===== src/rtl/regfile.sv =====
// 32x32 register file: two combinational read ports, one synchronous write port.
// r0 has no storage and always reads zero.
module regfile (
   input  logic        Clk,
   input  logic        Reset,
   output logic [31:0] ReadData1,
   output logic [31:0] ReadData2,
   input  logic [31:0] WriteData,
   input  logic [4:0]  ReadRegister1,
   input  logic [4:0]  ReadRegister2,
   input  logic [4:0]  WriteRegister,
   input  logic        RegWrite
);

   logic [31:0] regs [1:31];
   logic [31:1] load;
   logic [31:0] bank [0:31];

   assign bank[0] = '0;

   for (genvar g = 1; g < 32; g++) begin : g_reg
      // One-hot write decode; address 0 has no slot so its writes vanish.
      assign load[g] = RegWrite && (WriteRegister == 5'(g));

      always_ff @(posedge Clk) begin
         if (Reset)
            regs[g] <= '0;
         else if (load[g])
            regs[g] <= WriteData;
      end

      assign bank[g] = regs[g];
   end

   assign ReadData1 = bank[ReadRegister1];
   assign ReadData2 = bank[ReadRegister2];

endmodule


===== config.mk =====
export PLATFORM = sky130hd
export DESIGN_NAME = regfile
export DESIGN_NICKNAME = d
export VERILOG_FILES = /design/src/rtl/regfile.sv
export SDC_FILE = /design/constraint.sdc
export NUM_CORES = 2
export LEC_CHECK = 0
export BUFFER_PORTS_ARGS = -buffer_cell sky130_fd_sc_hd__buf_2
export CAP_MARGIN = 15
export CORE_MARGIN = 4
export CORE_UTILIZATION = 60
export CTS_CLUSTER_SIZE = 16
export DETAILED_ROUTE_END_ITERATION = 6
export MAX_ROUTING_LAYER = met4
export PLACE_DENSITY = 0.81
export SLEW_MARGIN = 20
export SYNTH_ARGS = -nofsm -noshare
export SYNTH_HDL_FRONTEND = slang
export SYNTH_SLANG_ARGS = --single-unit

===== constraint.sdc =====
create_clock -name Clk -period 4 [get_ports Clk]
set_input_delay 0.4 -clock Clk [delete_from_list [all_inputs] [get_ports Clk]]
set_output_delay 0.4 -clock Clk [all_outputs]
set_load 0.02 [all_outputs]

; ---- Word level (Yosys, flattened, before mapping)
; Memories as Yosys holds them, arrays and structs flattened.
; Index checks and enable logic that the tools add are counted.
[classes]
n_reduce_logical = 31
bitwise = 33
n_eq_ne = 31
n_lt_le_gt_ge = 2
n_mux = 132
[op_table]
columns = operator, count
row1 = 32-bit two-way mux, 35
row2 = 32-bit binary-select mux with 5-bit select, 2
row3 = 1-bit two-way mux, 95
row4 = "5-bit == test, second input constant", 16
row5 = "5-bit by 4-bit == test with 1-bit output, second input constant", 8
row6 = 1-bit logical AND, 31
row7 = 1-bit OR, 31
row8 = "5-bit by 3-bit == test with 1-bit output, second input constant", 4
row9 = "6-bit >= comparator, second input constant", 2
row10 = 5-bit inverter with 6-bit output, 2
row11 = "5-bit by 2-bit == test with 1-bit output, second input constant", 2
row12 = "5-bit by 1-bit == test with 1-bit output, second input constant", 1
[totals]
ram_bits = 992
n_memories = 1
regBits = 0
inputBits = 50
[memory_table]
columns = memory, words, width, rd, rd_ports_with_merged_regs, wr, line_no
row1 = regs, 31, 32, 31, 0, 31, 15  ; logic [31:0] regs [1:31];

; ---- Logic depth before layout (Yosys ltp)
[logic_depth]
depth_word = 6
mapped_depth = 9

; ---- Worst setup path after synthesis
; No wires, ideal clock.
[synth_path]
path_type = input to register
startpoint = in WriteRegister[3]
endpoint = reg regs[0][864] (netlist name)
cell_stages = 4
t_arrival_ns = 2.519
path_buffers = 1
path_slack_ns = 1.053
path_cell_list = buf_2 nor2b_1 nand3_1 o21bai_1
[synth_rtl]
columns = item, line_no
row1 = "start, declared", 11  ; input logic [4:0] WriteRegister,

; ---- Final worst setup path
[layout_path]
startpoint = in ReadRegister2[1]
endpoint = out ReadData2[3]
[layout_via]
elab_chain_cells = 4
[layout_rtl]
columns = item, line_no
row1 = "start, declared", 10  ; input logic [4:0] ReadRegister2,
row2 = 5-bit inverter with 6-bit output (implied by the code), 36  ; assign ReadData2 = bank[ReadRegister2];
row3 = 32-bit binary-select mux with 5-bit select, 36
row4 = 32-bit two-way mux (implied by the code) (2 in series), 36
row5 = "end, declared", 7  ; output logic [31:0] ReadData2,
; No other way between the ends. The select of a mux whose other input is x is not followed.

==> impl_metrics.sql <==
INSERT INTO impl_metrics (metric_group, metric, value, unit) VALUES
('yosys', 'synth_area_leader', 'edfxtp_1', ''),
('power_and_ir_drop', 'power.density', '424', 'nW/um^2'),
('power_and_ir_drop', 'power.net_switching', '6.30', 'mW'),
('timing', 'postLayoutSetupSlackWorst', '0.328', 'ns'),
('detailed_routing', 'post-route-drc-count', '0', ''),
('yosys', 'synthesis.nets', '3735', ''),
('yosys', 'ff_latch_count_synth', '992', ''),
('setup_path', 'critical_path.most_common_cell', 'buf_4', ''),
('grt', 'overflow', '0', ''),
('power_and_ir_drop', 'power_frac_seq', '0.493', ''),
('timing', 'final_hold_vios', '0', ''),
('timing', 'worst_slew_pin_slew', '1.18', 'ns'),
('clocking', 'cts.htree.levels', '3', ''),
('setup_path', 'timing.critical_path.arrival', '3.27', 'ns'),
('yosys', 'synthDistinctLibCells', '35', ''),
('grt', 'maximum_number_of_pins_on_one_net_before_global_route_repair', '81', ''),
('grt', 'globalRouteMet3Util', '0.126', ''),
('clocking', 'cts_num_sinks', '992', ''),
('power_and_ir_drop', 'max-vdd-ir-drop', '0.440', 'mV'),
('detailed_routing', 'detail_route.wl_per_cell', '35.0', 'um'),
('timing', 'slew_violations', '0', ''),
('yosys', 'post_synth_main_area_contributors', 'edfxtp_1 (56%), mux4_2 (16%), and2_1 (12%)', ''),
('power_and_ir_drop', 'comb_power_share', '0.130', ''),
('clocking', 'tritoncts', 'built', ''),
('timing', 'fmax', '272', 'MHz'),
('final_layout', 'nets', '3706', ''),
('grt', 'grt_util_met1', '0.475', ''),
('die', 'effective_utilization_at_floorplan', '0.605', ''),
('timing', 'grt_setup_unrepaired', 'false', ''),
('hold_path', 'hold_path_depth', '2', ''),
('clocking', 'cts_setup_buffers', '0', ''),
('detailed_routing', 'detail-route-antenna-nets', '0', ''),
('grt', 'global_route.usage.met2', '0.542', ''),
('detailed_routing', 'detail_route.wirelength', '172000', 'um'),
('setup_path', 'path_buf_inv', '3', ''),
('timing', 'totalNegativeSetupSlack', '0', 'ns'),
('die', 'row_count', '109', ''),
('timing', 'final.min_clock_period', '3.67', 'ns'),
('hold_path', 'hold_path.startpoint', 'WriteData[9]', ''),
('die', 'die-area', '93900', 'sq um'),
('hold_path', 'hold_path.class', 'in -> reg', ''),
('die', 'core_area', '88400', 'sq um'),
('clocking', 'buffers_from_clock_root_to_sink_at_most', '3', ''),
('power_and_ir_drop', 'switching_share', '0.252', ''),
('die', 'num_io_pins', '114', ''),
('timing', 'max-slew-margin-rel', '0.213', ''),
('grt', 'grt_pass1_wl', '248000', 'um'),
('detailed_routing', 'drt-pass1-iter-count', '5', ''),
('timing', 'min_period_over_period', '0.918', ''),
('place', 'placement.io_buffers', '113', ''),
('final_layout', 'layout-area-overhead-vs-synth', '10.4', '%'),
('setup_path', 'required_time_of_the_critical_path', '3.60', 'ns'),
('yosys', 'post_synth_inst_count', '3685', ''),
('final_layout', 'final_layout_size_suffix_gt1_frac', '0.253', ''),
('detailed_routing', 'detail_route.iter0.violations', '5877', ''),
('yosys', 'synth-warning-count', '0', ''),
('setup_path', 'cells_along_the_critical_path', 'buf_4 -> nor2b_4 -> buf_4 -> a22o_1 -> a211oi_1 -> o31ai_1 -> buf_2', ''),
('run_status', 'run_status', 'complete, no violations', ''),
('die', 'die_w', '306', 'um'),
('die', 'fp.dieH', '306', 'um'),
('power_and_ir_drop', 'leakagePower', '20.9', 'nW'),
('setup_path', 'timing.critical_path.fanout_max', '21', ''),
('yosys', 'syn-cell-area', '53400', 'sq um'),
('place', 'dp_worst_setup_slack', '0.658', 'ns'),
('place', 'detailed_place_hpwl', '99700', 'um'),
('power_and_ir_drop', 'power.total', '25.0', 'mW'),
('final_layout', 'largest_reg_flops', '992', ''),
('yosys', 'portion_of_synthesized_cell_area_occupied_by_the_leading_cell_type', '0.557', ''),
('run', 'max-cap-violations', '0', ''),
('grt', 'gr-usage-all-layers', '0.376', ''),
('final_layout', 'num-fill-cells', '5904', '');
==> metal layers <==
| layer | wire length, um | up-vias |
|---|---|---|
| met1 | 55900 | 17500 |
| met3 | 28100 | 724 |
| met4 | 11600 | 0 |
| met5 | 0 | - |
| met2 | 76200 | 3389 |
| li1 | - | 14100 |
==> power groups by stage <==
stage | clock network, mW | logic, mW | registers, mW
global placement | 0 | 3.08 | 12.5
global route | 9.87 | 3.33 | 12.4
finish | 9.43 | 3.25 | 12.3
detailed placement | 0 | 3.12 | 12.5
CTS | 9.42 | 3.15 | 12.3
floorplan | 0 | 2.04 | 12.4
==> cell usage in the layout, fill, tap and decap left out, types with 17 or more instances in the layout <==
| cell type | instances |
|---|---|
| mux2_2 | 64 |
| buf_2 | 108 |
| clkinv_2 | 23 |
| o21bai_4 | 24 |
| o22ai_1 | 64 |
| o31ai_1 | 64 |
| and2_1 | 1024 |
| edfxtp_1 | 992 |
| buf_12 | 29 |
| and3_1 | 32 |
| mux4_2 | 384 |
| clkinv_1 | 21 |
| nor2_4 | 17 |
| clkbuf_1 | 19 |
| nand2_1 | 74 |
| buf_4 | 137 |
| mux2i_1 | 160 |
| a22o_1 | 192 |
| o21ai_1 | 64 |
| clkbuf_16 | 101 |
| a211oi_1 | 64 |
==> cells by family (layout without fill, tap and decap cells) <==
group / count (synthesis) / after routing / synth area share
buf+inv: 412 / 463 / 0.0352
compound gates: 479 / 479 / 0.0674
simple gates: 1194 / 1194 / 0.135
mux: 608 / 608 / 0.205
other cells: 0 / 12 / 0
flops: 992 / 992 / 0.557
==> worst max-delay path by stage <==
stage / start / to / slack, ns / cells past startpoint
6_report: ReadRegister2[1] / ReadData2[3] / 0.33 / 7
4_1_cts: ReadRegister2[1] / ReadData2[3] / 0.64 / 7
3_3_place_gp: ReadRegister2[0] / ReadData2[6] / 0.63 / 7
3_5_place_dp: ReadRegister2[0] / ReadData2[9] / 0.66 / 7
5_1_grt: ReadRegister2[1] / ReadData2[3] / 0.38 / 7
2_1_floorplan: WriteRegister[3] / regs[0][864]$_SDFFCE_PN0P_ / 1.05 / 4
==> layout make-up <==
type / count / area [sq um] / area share
clock buffers: 120 / 2600 / 0.0440
diodes: 12 / 30.0 / 0.000509
well taps: 1165 / 1460 / 0.0247
inverters: 2 / 7.51 / 0.000127
repair buffers: 279 / 2240 / 0.0379
flip-flops and latches: 992 / 29800 / 0.505
clock inverters: 62 / 604 / 0.0102
multi-input cells: 2281 / 22300 / 0.378
==> per-stage QoR <==
step,cell area (sq um),hold slack (ns),std cells,utilization
after floorplan,53400,0.598,3685,-
after global placement,55700,1.03,4716,0.630
after detailed placement,55700,1.04,4717,0.630
after CTS,58900,0.331,4899,0.667
after global routing,59000,0.359,4913,0.668
final,59000,0.348,4913,0.668
==> Yosys cell counts <==
master	number
mux2i_1	160
mux2_2	64
or3b_1	1
a211oi_1	64
buf_4	31
o22ai_1	64
clkbuf_1	297
inv_1	1
buf_1	13
o21ai_1	64
nor3_2	1
mux4_2	384
and2_1	1026
or3_1	2
nor3_1	1
nor2b_1	11
inv_2	1
and3_1	32
o31ai_1	64
a22o_1	192
nand4_1	1
edfxtp_1	992
a41o_1	1
a21o_1	3
nand2_1	74
buf_2	39
nor2_2	3
nand3b_1	1
clkbuf_2	9
o21bai_1	24
nand2b_1	5
nor2_1	31
buf_6	21
nand3_1	5
a31o_2	3
(Power assumes the default switching activity.)
